### src/rtl/mips_cpu_pkg.sv
// Shared opcode map, load/store FSM states and store-lane helpers
// for the MIPS CPU slice.
package mips_cpu_pkg;

  localparam logic [5:0] OP_SPECIAL = 6'h00;
  localparam logic [5:0] OP_REGIMM  = 6'h01;
  localparam logic [5:0] OP_J       = 6'h02;
  localparam logic [5:0] OP_JAL     = 6'h03;
  localparam logic [5:0] OP_BEQ     = 6'h04;
  localparam logic [5:0] OP_BNE     = 6'h05;
  localparam logic [5:0] OP_BLEZ    = 6'h06;
  localparam logic [5:0] OP_BGTZ    = 6'h07;
  localparam logic [5:0] OP_ADDIU   = 6'h09;
  localparam logic [5:0] OP_SLTI    = 6'h0A;
  localparam logic [5:0] OP_SLTIU   = 6'h0B;
  localparam logic [5:0] OP_ANDI    = 6'h0C;
  localparam logic [5:0] OP_ORI     = 6'h0D;
  localparam logic [5:0] OP_XORI    = 6'h0E;
  localparam logic [5:0] OP_LUI     = 6'h0F;
  localparam logic [5:0] OP_LB      = 6'h20;
  localparam logic [5:0] OP_LH      = 6'h21;
  localparam logic [5:0] OP_LWL     = 6'h22;
  localparam logic [5:0] OP_LW      = 6'h23;
  localparam logic [5:0] OP_LBU     = 6'h24;
  localparam logic [5:0] OP_LHU     = 6'h25;
  localparam logic [5:0] OP_LWR     = 6'h26;
  localparam logic [5:0] OP_SB      = 6'h28;
  localparam logic [5:0] OP_SH      = 6'h29;
  localparam logic [5:0] OP_SW      = 6'h2B;

  typedef enum logic [1:0] {IDLE, ACCESS, DONE} state_t;

  function automatic logic is_load_op(input logic [5:0] op);
    case (op)
      OP_LB, OP_LH, OP_LWL, OP_LW, OP_LBU, OP_LHU, OP_LWR: return 1'b1;
      default: return 1'b0;
    endcase
  endfunction

  function automatic logic is_mem_op(input logic [5:0] op);
    case (op)
      OP_SB, OP_SH, OP_SW: return 1'b1;
      default: return is_load_op(op);
    endcase
  endfunction

  function automatic logic is_misaligned(input logic [5:0] op, input logic [1:0] k);
    case (op)
      OP_LW, OP_SW:         return (k != 2'd0);
      OP_LH, OP_LHU, OP_SH: return k[0];
      default:              return 1'b0;
    endcase
  endfunction

  // Loads always fetch the whole word; lane extraction happens on return.
  function automatic logic [3:0] store_be(input logic [5:0] op, input logic [1:0] k);
    case (op)
      OP_SB:   return 4'b0001 << k;
      OP_SH:   return 4'b0011 << k;
      default: return 4'b1111;
    endcase
  endfunction

  function automatic logic [31:0] store_wd(input logic [5:0] op, input logic [31:0] rt);
    case (op)
      OP_SB:   return {4{rt[7:0]}};
      OP_SH:   return {2{rt[15:0]}};
      default: return rt;
    endcase
  endfunction

endpackage

### src/rtl/mips_cpu_load_align.sv
// Load return path: lane select, sign/zero extension and LWL/LWR merge
// of the bus word with the old rt value.
module mips_cpu_load_align
  import mips_cpu_pkg::*;
(
  input  logic [31:0] readdata,
  input  logic [1:0]  k,
  input  logic [5:0]  opcode,
  input  logic [31:0] rt,
  output logic [31:0] load_data
);

  logic [7:0]  sel_byte;
  logic [15:0] sel_half;
  logic [31:0] lwl_mask;
  logic [31:0] lwr_mask;

  always_comb begin
    sel_byte = readdata[{k, 3'b000} +: 8];
    sel_half = readdata[{k[1], 4'b0000} +: 16];

    // LWL keeps the low (3-k) bytes of rt, LWR keeps the high k bytes.
    case (k)
      2'd0:    begin lwl_mask = 32'h00FF_FFFF; lwr_mask = 32'h0000_0000; end
      2'd1:    begin lwl_mask = 32'h0000_FFFF; lwr_mask = 32'hFF00_0000; end
      2'd2:    begin lwl_mask = 32'h0000_00FF; lwr_mask = 32'hFFFF_0000; end
      default: begin lwl_mask = 32'h0000_0000; lwr_mask = 32'hFFFF_FF00; end
    endcase

    load_data = readdata;
    case (opcode)
      OP_LB:   load_data = {{24{sel_byte[7]}}, sel_byte};
      OP_LBU:  load_data = {24'h00_0000, sel_byte};
      OP_LH:   load_data = {{16{sel_half[15]}}, sel_half};
      OP_LHU:  load_data = {16'h0000, sel_half};
      OP_LWL:  load_data = (readdata << {~k, 3'b000}) | (rt & lwl_mask);
      OP_LWR:  load_data = (readdata >> {k, 3'b000}) | (rt & lwr_mask);
      default: load_data = readdata;
    endcase
  end

endmodule

### src/rtl/mips_cpu_mem_access.sv
// Load/store stage: runs one Avalon-MM data transaction per start pulse
// and returns the extended/merged load result for writeback.
module mips_cpu_mem_access
  import mips_cpu_pkg::*;
#(
  parameter int unsigned WAIT_TIMEOUT = 0
) (
  input  logic        clk,
  input  logic        reset,
  input  logic        start,
  input  logic [5:0]  opcode,
  input  logic [31:0] eff_addr,
  input  logic [31:0] rt_content,
  output logic        busy,
  output logic        done,
  output logic        fault,
  output logic [31:0] load_data,
  output logic [31:0] address,
  output logic        read,
  output logic        write,
  output logic [3:0]  byteenable,
  output logic [31:0] writedata,
  input  logic        waitrequest,
  input  logic [31:0] readdata
);

  state_t      state, state_nxt;
  logic [5:0]  op_q;
  logic [1:0]  k_q;
  logic [31:0] rt_q;
  logic [31:0] wait_cnt;
  logic [31:0] aligned;
  logic        timeout_hit;
  logic        req_ok;

  mips_cpu_load_align u_align (
    .readdata  (readdata),
    .k         (k_q),
    .opcode    (op_q),
    .rt        (rt_q),
    .load_data (aligned)
  );

  assign busy        = (state != IDLE);
  assign done        = (state == DONE);
  assign req_ok      = is_mem_op(opcode) && !is_misaligned(opcode, eff_addr[1:0]);
  assign timeout_hit = (WAIT_TIMEOUT != 0) && waitrequest &&
                       (wait_cnt == WAIT_TIMEOUT - 1);

  always_ff @(posedge clk or posedge reset) begin
    if (reset) state <= IDLE;
    else       state <= state_nxt;
  end

  always_comb begin
    state_nxt = state;
    case (state)
      IDLE:    if (start) state_nxt = req_ok ? ACCESS : DONE;
      ACCESS:  if (!waitrequest || timeout_hit) state_nxt = DONE;
      DONE:    state_nxt = IDLE;
      default: state_nxt = IDLE;
    endcase
  end

  always_ff @(posedge clk or posedge reset) begin
    if (reset) begin
      op_q       <= '0;
      k_q        <= '0;
      rt_q       <= '0;
      wait_cnt   <= '0;
      fault      <= 1'b0;
      load_data  <= '0;
      address    <= '0;
      read       <= 1'b0;
      write      <= 1'b0;
      byteenable <= '0;
      writedata  <= '0;
    end else begin
      case (state)
        IDLE: if (start) begin
          op_q     <= opcode;
          k_q      <= eff_addr[1:0];
          rt_q     <= rt_content;
          wait_cnt <= '0;
          fault    <= is_misaligned(opcode, eff_addr[1:0]);
          if (!is_mem_op(opcode)) begin
            load_data <= '0;
          end else if (req_ok) begin
            address    <= {eff_addr[31:2], 2'b00};
            read       <= is_load_op(opcode);
            write      <= !is_load_op(opcode);
            byteenable <= store_be(opcode, eff_addr[1:0]);
            writedata  <= store_wd(opcode, rt_content);
          end
        end
        ACCESS: begin
          if (!waitrequest) begin
            read  <= 1'b0;
            write <= 1'b0;
            if (is_load_op(op_q)) load_data <= aligned;
          end else if (timeout_hit) begin
            read  <= 1'b0;
            write <= 1'b0;
            fault <= 1'b1;
          end else begin
            wait_cnt <= wait_cnt + 32'd1;
          end
        end
        default: ;
      endcase
    end
  end

endmodule

### config.mk
export PLATFORM = sky130hd
export DESIGN_NAME = mips_cpu_mem_access
export DESIGN_NICKNAME = d
export VERILOG_FILES = /design/src/rtl/mips_cpu_pkg.sv /design/src/rtl/mips_cpu_load_align.sv /design/src/rtl/mips_cpu_mem_access.sv
export SDC_FILE = /design/constraint.sdc
export NUM_CORES = 1
export LEC_CHECK = 0
export ABC_CLOCK_PERIOD_IN_PS = 4300
export BUFFER_PORTS_ARGS = -buffer_cell sky130_fd_sc_hd__buf_2
export CORE_ASPECT_RATIO = 1.4
export CORE_MARGIN = 2
export CORE_UTILIZATION = 30
export DETAILED_ROUTE_END_ITERATION = 6
export PLACE_DENSITY = 0.63
export SYNTH_ARGS = -nofsm -noshare
export SYNTH_HDL_FRONTEND = slang
export SYNTH_HIERARCHICAL = 1
export SYNTH_SLANG_ARGS = --single-unit
### constraint.sdc
create_clock -name clk -period 4.3 [get_ports clk]
set_clock_uncertainty 0.05 [all_clocks]
set_input_delay 0.645 -clock clk [delete_from_list [all_inputs] [get_ports clk]]
set_output_delay 0.645 -clock clk [all_outputs]
set_load 0.005 [all_outputs]
==> run summary, run 1 <==
M2 GR Usage: 25.5%
Critical Path RT: 4610 ps
Origin of the critical flop-to-flop path: k_q[1]$_DFFE_PP0P_
Crit-path max FO: 39
Cell Area, Synth: 7900 um^2
Global route overflow: 0
Nets: 887
# IOs: 211
Largest area contributor in the netlist: dfrtp_1
Clock Sink Count: 143
Maxcap violations: 0
Most frequent cell after synthesis: dfrtp_1
Async SR Flop Fraction: 100%
Pin count of the biggest net entering global routing: 97
GP Congestion: 0.841
CTS Root Cell: clkbuf_16
CP Cell Sequence: buf_4 -> nand2_1 -> o21ai_1 -> a221o_1 -> a22o_1
WHS: 299 ps
CP max stage cell: dfrtp_2
IO buf count: 208
Vias in the first global route: 5917
Worst Path Arrival: 3160 ps
Total die area: 27700 um^2
DRT Wirelength: 23200 um
Setup violations, final: 0
Footprint of the multi-input gates: 4050 um^2
Drt drc: 0
Met3 Use GR: 3.56%
Clk buf depth: 2
Via count: 5869
TritonCTS clock tree: done
Final Hold Viols: 0
Fin crit share: 66.3%
Core area: 26000 um^2
Mean area per synthesized cell: 13.6 um^2
Max frequency: 351 MHz
Layout fillers: 2499
Met1 GRT Util: 22.3%
Slew HR: 32.9%
Synthesis Warnings: 6
Setup CP Type: flop to flop
Detailed Place HPWL: 17000 um
Final slew viol count: 0
Busiest grt layer: met2
Hold-fix buffers, CTS: 0
CTS clk-pin slew, worst paths: 60 ps
Fin crit period: 2850 ps
Initial drt markers: 370
Global-route wire length before repair: 36000 um
Tot Pwr: 4.79 mW
Ys flop type: dfrtp_1
Slowest stage delay, CP: 750 ps
Initial antenna violation count: 3
Post_cts resized: 0
Setup ws final: 1450 ps
Setup bufs post-CTS: 0
Setup TNS Final: 0 ps
Pre-CTS setup slack: 1050 ps
CP Buf/Inv Count: 1
Netlist cell types: 50
Gr usage total: 17.1%
H-Tree Depth: 4
Synth cell count leaders: dfrtp_1 (143), mux2_2 (127), mux2i_1 (47)
Placed insts: 1086
DIE HEIGHT: 196 um
Hold Crit Class: input port to async pin
Sequential share of the synthesized area: 45.3%
Synthesis-to-finish area growth: 25.0%
Pwr Density: 485 nW/um^2
Layout cell share with drive strength beyond 1: 55.9%
Synthesized instance count: 580
Post-route ant nets: 0
Post-synth EDFFs: 0
Num rows: 70
Status: complete, no violations
LEAKAGE: 4.48 nW
Worst-Margin Slew: 1010 ps
Wire per inst: 20.7 um
Share of the synthesized area in the top cell type: 45.3%
CP top delay family: compound AO/OA/AOI/OAI gates
Vias/cell: 5.24
Top post-synthesis cells by area: dfrtp_1 (45%), mux2_2 (18%), mux2i_1 (6.0%)
Initial Utilization: 30.4%
Worst Setup Start Kind: flop
Worst setup EP type: flop
Unrepaired setup endpoints after global routing: false
Crit. Startpoint: k_q[1]$_DFFE_PP0P_
Finished Layout Cells: 1120
Die X: 141 um
Seq cells post-synth: 143
Clock insertion delay at the later pin of the skew report: 420 ps
Worst VDD drop: 0.000270 V
First-pass DRT Iterations: 4
Num CTS Buffers: 17
Sequential cell area: 3580 um^2
[routing by layer]
metal  vias up  share of wire [%]
met5         -                  0
met1      2924                 43
met4         0                5.6
li1       2675                  -
met3        40                5.7
met2       230                 46
[final timing paths]
check | end | slack, ps | depth (start not counted)
setup / recovery | load_data[4]$_DFFE_PP0P_ | 1450 | 5
hold reg to reg | load_data[6]$_DFFE_PP0P_ | 440 | 1
min in group clk | address[17]$_DFFE_PP0P_ | 400 | 2
max in group asynchronous | k_q[1]$_DFFE_PP0P_ | 3360 | 3
setup reg to reg | load_data[4]$_DFFE_PP0P_ | 1450 | 5
hold / removal | writedata[23]$_DFFE_PP0P_ | 300 | 3
[through the flow]
stage,util (%),area (um^2)
2_1_floorplan,-,7910
3_3_place_gp,35.5,9220
3_5_place_dp,35.5,9220
4_1_cts,37.9,9870
5_1_grt,38.0,9870
6_report,38.0,9870
[registers in the layout (all words and copies together) (netlist names), 2 cells and up]
| register | count |
|---|---|
| address | 30 |
| byteenable | 4 |
| k_q | 2 |
| load_data | 32 |
| op_q | 6 |
| rt_q | 32 |
| state | 2 |
| writedata | 32 |
[cells in the final DEF, fill, tap and decap left out, types with 2 or more instances in the layout]
cell type	instances
clkbuf_16	17
bufinv_16	5
nor2_1	5
mux2_4	28
a221o_1	10
clkinv_4	4
mux2_2	127
o22a_1	23
buf_2	208
a31oi_1	3
nand2_1	7
o22ai_1	16
nand3_1	5
o2bb2ai_1	15
nand2b_1	3
clkinvlp_4	3
nor2_2	2
nor3_1	4
buf_4	14
dfrtp_1	142
o21ai_0	12
diode_2	3
inv_1	4
a211o_1	2
nor2b_1	3
a22o_1	32
mux4_2	17
mux2i_1	47
and2_1	2
conb_1	2
a21oi_1	5
[where the power goes]
part / internal, mW / switching (mW)
sequential: 1.64 / 0.215
combinational: 0.744 / 0.573
clock: 1.03 / 0.580
total: 3.42 / 1.37
[kinds of logic after synthesis]
kind of cell,Yosys count,synth area share (%)
AO/OA/AOI/OAI,127,13.3
buffers and inverters,47,3.68
flip-flops,143,45.3
multiplexers,219,34.2
other,1,0.0475
AND/OR/NAND/NOR,43,3.42
[worst min-delay path, delay by kind of cell]
kind | cells | cell delay (ps)
buffers and inverters | 3 | 560
[layout make-up]
cell class	instances	area share, %
Antenna cell	3	0.0760
Clock buffer	18	4.35
Clock inverter	13	2.17
Inverter	5	0.228
Multi-Input combinational cell	391	41.0
Sequential cell	143	36.3
Tap cell	324	4.11
Timing Repair Buffer	223	11.8
No activity file was read; power rests on OpenSTA's default activity.
==> inputs of run 2 (changes only) <==
- ABC_AREA: default -> 1
- ABC_CLOCK_PERIOD_IN_PS: 4300 -> 2900
- PLACE_DENSITY: 0.63 -> 0.61
- clock period: 4.3 -> 2.9 ns (I/O delays scaled with it)
==> run summary, run 2 <==
Status: complete, no violations
Final Hold Viols: 0
Crit. Startpoint: k_q[1]$_DFFE_PP0P_
LEAKAGE: 5.90 nW
Post-synth EDFFs: 0
Ys flop type: dfrtp_1
Worst-Margin Slew: 756 ps
Via count: 8622
Clk buf depth: 2
Total die area: 29900 um^2
First-pass DRT Iterations: 6
Global route overflow: 0
Clock Sink Count: 143
Maxcap violations: 0
Nets: 1515
CP Buf/Inv Count: 2
Vias in the first global route: 8178
CTS clk-pin slew, worst paths: 60 ps
Crit-path max FO: 38
Slowest stage delay, CP: 430 ps
Mean area per synthesized cell: 6.96 um^2
Final slew viol count: 0
Initial antenna violation count: 3
Async SR Flop Fraction: 100%
DRT Wirelength: 28500 um
FF-to-FF End: load_data[14]$_DFFE_PP0P_
Global-route wire length before repair: 45100 um
Sequential share of the synthesized area: 41.9%
Most frequent cell after synthesis: nand2_1
Setup bufs post-CTS: 0
Synth cell count leaders: nand2_1 (574), nand3_1 (165), dfrtp_1 (143)
Placed instance area: 9780 um^2
Worst setup EP type: flop
Clock insertion delay at the later pin of the skew report: 430 ps
Wire per inst: 15.8 um
WP depth: 9
Max frequency: 473 MHz
Unrepaired setup endpoints after global routing: false
Origin of the critical flop-to-flop path: k_q[1]$_DFFE_PP0P_
Largest regs: load_data (32), rt_q (32), writedata (32)
Min-Delay Endpoint: address[30]$_DFFE_PP0P_
Tot Pwr: 8.04 mW
CTS Root Cell: clkbuf_16
Fin crit period: 2110 ps
Num CTS Buffers: 17
R2R setup slack: 790 ps
Critical Path RT: 3170 ps
Hold-fix buffers, CTS: 1
Setup CP Type: flop to flop
Detailed Place HPWL: 20800 um
GP Congestion: 0.916
TritonCTS clock tree: done
Layout cell share with drive strength beyond 1: 23.1%
Layout fillers: 3027
Gr usage total: 19.3%
Footprint of the multi-input gates: 4180 um^2
Worst Setup Start Kind: flop
Drt drc: 0
Worst Path Arrival: 2380 ps
Pin count of the biggest net entering global routing: 79
Vias/cell: 4.79
Fin crit share: 72.9%
Synthesized instance count: 1227
Initial drt markers: 664
# IOs: 211
Placed insts: 1764
H-Tree Depth: 4
IO buf count: 208
Slew HR: 49.6%
CP max stage cell: dfrtp_2
Cell Area, Synth: 8540 um^2
Hold depth: 3
Worst-case reg-to-reg path depth: 9
Top post-synthesis cells by area: dfrtp_1 (42%), nand2_1 (25%), nand3_1 (9.7%)
Synthesis Warnings: 6
Initial Utilization: 30.3%
Netlist cell types: 30
Hold Startpoint: eff_addr[30]
Setup violations, final: 0
Most frequent cells in the layout: nand2_1 (574), buf_2 (208), nand3_1 (165)
Post-route cell area: 10400 um^2
Commonest non-fill, non-tap cell in the layout: nand2_1
CP top delay family: buffers and inverters
DIE HEIGHT: 204 um
Synthesis-to-finish area growth: 22.0%
Hold Crit Class: input port to flop
Setup ws final: 786 ps
CP Cell Sequence: inv_2 -> buf_4 -> nand2_1 -> o21ai_0 -> nor2_1 -> nor2_1 -> nand3_1 -> nand3_1 -> nand2_1
Sequential cell area: 3580 um^2
Pwr Density: 772 nW/um^2
Finished Layout Cells: 1800
Die X: 147 um
Core area: 28200 um^2
Num rows: 73
Post-route ant nets: 0
Pre-CTS setup slack: 752 ps
Share of the synthesized area in the top cell type: 41.9%
Seq cells post-synth: 143
Post_cts resized: 0
Largest area contributor in the netlist: dfrtp_1
Worst VDD drop: 0.000458 V
Setup TNS Final: 0 ps
## run 2: how the worst max path moves through the flow
stage | to | slack, ps
floorplan | address[10]$_DFFE_PP0P_ | 620
finish | load_data[14]$_DFFE_PP0P_ | 790
global placement | writedata[22]$_DFFE_PP0P_ | 760
CTS | load_data[21]$_DFFE_PP0P_ | 830
global route | load_data[21]$_DFFE_PP0P_ | 630
detailed placement | writedata[12]$_DFFE_PP0P_ | 750
## run 2: cell type report
cell class                      count  area share (%)
Inverter                           82            2.99
Multi-Input combinational cell    937            40.1
Timing Repair Buffer              228            11.9
Clock buffer                       19            4.34
Clock inverter                     13            1.70
Tap cell                          375            4.50
Antenna cell                        3          0.0720
Sequential cell                   143            34.3
## run 2: cells by family after synthesis
| kind of cell | share of synthesized area [%] |
|---|---|
| AO/OA/AOI/OAI | 4.39 |
| flip-flops | 41.9 |
| buffers and inverters | 9.30 |
| multiplexers | 3.16 |
| AND/OR/NAND/NOR | 41.2 |
| other | 0.0439 |
## run 2: stage by stage
step / utilization, % / hold WS, ps
final: 36.9 / 150
after global routing: 36.9 / 144
after CTS: 36.9 / 131
after detailed placement: 34.6 / 298
after global placement: 34.6 / 296
after floorplan: - / 403
## run 2: layer usage
layer / track usage (%) / vias up / wire, um
li1: - / 4239 / -
met1: 24.6 / 3978 / 11800
met2: 31.7 / 350 / 13500
met3: 3.96 / 53 / 2070
met4: 8.22 / 2 / 1050
met5: 0 / - / 13
## run 2: worst register-to-register path: cells and delay by family (launching register included)
kind / cells / cell delay (ps)
compound gates: 1 / 100
buf+inv: 2 / 730
flops: 1 / 430
simple gates: 6 / 690
## run 2: power by group
part	switching, mW	leakage [nW]	total (mW)	internal (mW)
clock	0.967	0.308	2.39	1.42
sequential	0.397	1.81	2.96	2.56
combinational	1.66	3.78	2.70	1.04
==> inputs of run 3 (changes only) <==
- ABC_CLOCK_PERIOD_IN_PS: 2900 -> 2000
- clock period: 2.9 -> 2 ns (I/O delays scaled with it)
==> run summary, run 3 (synthesis results as in run 2) <==
Status: complete, no violations
CTS clk-pin slew, worst paths: 60 ps
IO buf count: 208
Layout cell share with drive strength beyond 1: 24.1%
Initial drt markers: 640
Initial antenna violation count: 4
Setup violations, final: 0
Worst Path Arrival: 2080 ps
Critical Path RT: 2260 ps
# IOs: 211
GP Congestion: 0.922
Crit-path max FO: 58
Fin crit period: 1820 ps
DRT Wirelength: 28900 um
Global route overflow: 0
Hold Crit Class: input port to flop
Drt drc: 0
Setup bufs post-CTS: 0
Via count: 8702
Largest regs: load_data (32), rt_q (32), writedata (32)
Setup CP Type: flop to flop
Detailed Place HPWL: 21600 um
CTS Root Cell: clkbuf_16
Max frequency: 549 MHz
Setup TNS Final: 0 ps
Initial Utilization: 30.3%
Final Hold Viols: 0
Clock insertion delay at the later pin of the skew report: 430 ps
Placed instance area: 10000 um^2
DIE HEIGHT: 204 um
Util after Layout: 37.8%
Origin of the critical flop-to-flop path: k_q[1]$_DFFE_PP0P_
Post-route ant nets: 0
Gr usage total: 19.7%
Num CTS Buffers: 17
Layout fillers: 3002
Num rows: 73
Die X: 147 um
Vias in the first global route: 8417
Post-route cell area: 10700 um^2
Commonest non-fill, non-tap cell in the layout: nand2_1
Maxcap violations: 0
Fin crit share: 91.1%
Clk buf depth: 2
Worst Setup Start Kind: flop
Slew HR: 51.9%
Pre-CTS setup slack: 172 ps
Worst VDD drop: 0.000657 V
Vias/cell: 4.77
Pwr Density: 1090 nW/um^2
Hold Startpoint: eff_addr[19]
Unrepaired setup endpoints after global routing: false
Nets: 1537
Clock Sink Count: 143
Wire per inst: 15.8 um
Most frequent cells in the layout: nand2_1 (573), buf_2 (208), nand3_1 (165)
TritonCTS clock tree: done
H-Tree Depth: 4
Core area: 28200 um^2
Worst setup EP type: flop
LEAKAGE: 6.01 nW
Total die area: 29900 um^2
Setup ws final: 179 ps
First-pass DRT Iterations: 5
Worst-Margin Slew: 721 ps
Final slew viol count: 0
Global-route wire length before repair: 46100 um
Synthesis-to-finish area growth: 24.8%
Crit. Startpoint: k_q[1]$_DFFE_PP0P_
Pin count of the biggest net entering global routing: 67
[run 3: cell types whose count changed in the layout (fill, tap and decap cells not counted), sizes merged]
| cell | previous run | this run |
|---|---|---|
| buf | 227 | 246 |
| bufinv | 3 | 1 |
| clkinv | 5 | 4 |
| clkinvlp | 2 | 5 |
| diode | 3 | 6 |
| dlygate4sd3 | 1 | 4 |
[run 3: stage by stage]
stage                     hold slack [ps]  instances  power (mW)
after floorplan                       367       1228        6.82
after global placement                400       1783        8.38
after detailed placement              407       1783        8.43
after CTS                            1.37       1819        11.7
after global routing                 13.9       1823        12.4
final                                19.6       1825        11.6
[run 3: final cells by class]
type,instances,area (um^2),area share [%]
inverter,82,312,2.92
tap,375,469,4.40
antenna,6,15.0,0.141
clock buffer,19,453,4.25
multi-input combinational,937,4190,39.3
timing repair buffer,250,1520,14.2
sequential,143,3580,33.6
clock inverter,13,131,1.23
[run 3: path summary, 6_finish.rpt]
path                       cells after the start                         to  slack, ps
max                                            9  load_data[19]$_DFFE_PP0P_        180
min                                            3    address[19]$_DFFE_PP0P_         20
max reg2reg                                    9  load_data[19]$_DFFE_PP0P_        180
min reg2reg                                    2    address[24]$_DFFE_PP0P_        420
max in group asynchronous                      4    address[14]$_DFFE_PP0P_       1070
min in group asynchronous                      4  writedata[24]$_DFFE_PP0P_        500
[run 3: what timing repair did]
item,in CTS,in global routing
resized for setup,0,1
hold buffers,4,0
endpoints found under the setup margin,0,2
hold endpoints to repair,90,0
[run 3: worst max-delay path, cell delays in order, from the launching register on]
cell and delay (ps):
dfrtp_2 570, inv_2 90, buf_12 200, or2_0 230
nand3_1 90, nand2_1 80, nor2_1 90, nand2_1 120
nand3_1 110, nand2_1 50
[run 3: per-layer routing]
metal  wire length, um  share of wire, %  up-vias  GRT usage [%]
li1                  -                 -     4282              -
met4              1020               3.5        0           9.12
met5                 0                 0        -              0
met2             13900                48      371           32.8
met3              1940               6.7       53           3.45
met1             12000                42     3996           24.8
[run 3: power breakdown]
group	switching (mW)	internal (mW)	leakage, nW
logic	2.44	1.66	3.92
clock network	1.38	1.80	0.276
registers	0.577	3.72	1.81
total	4.39	7.18	6.01
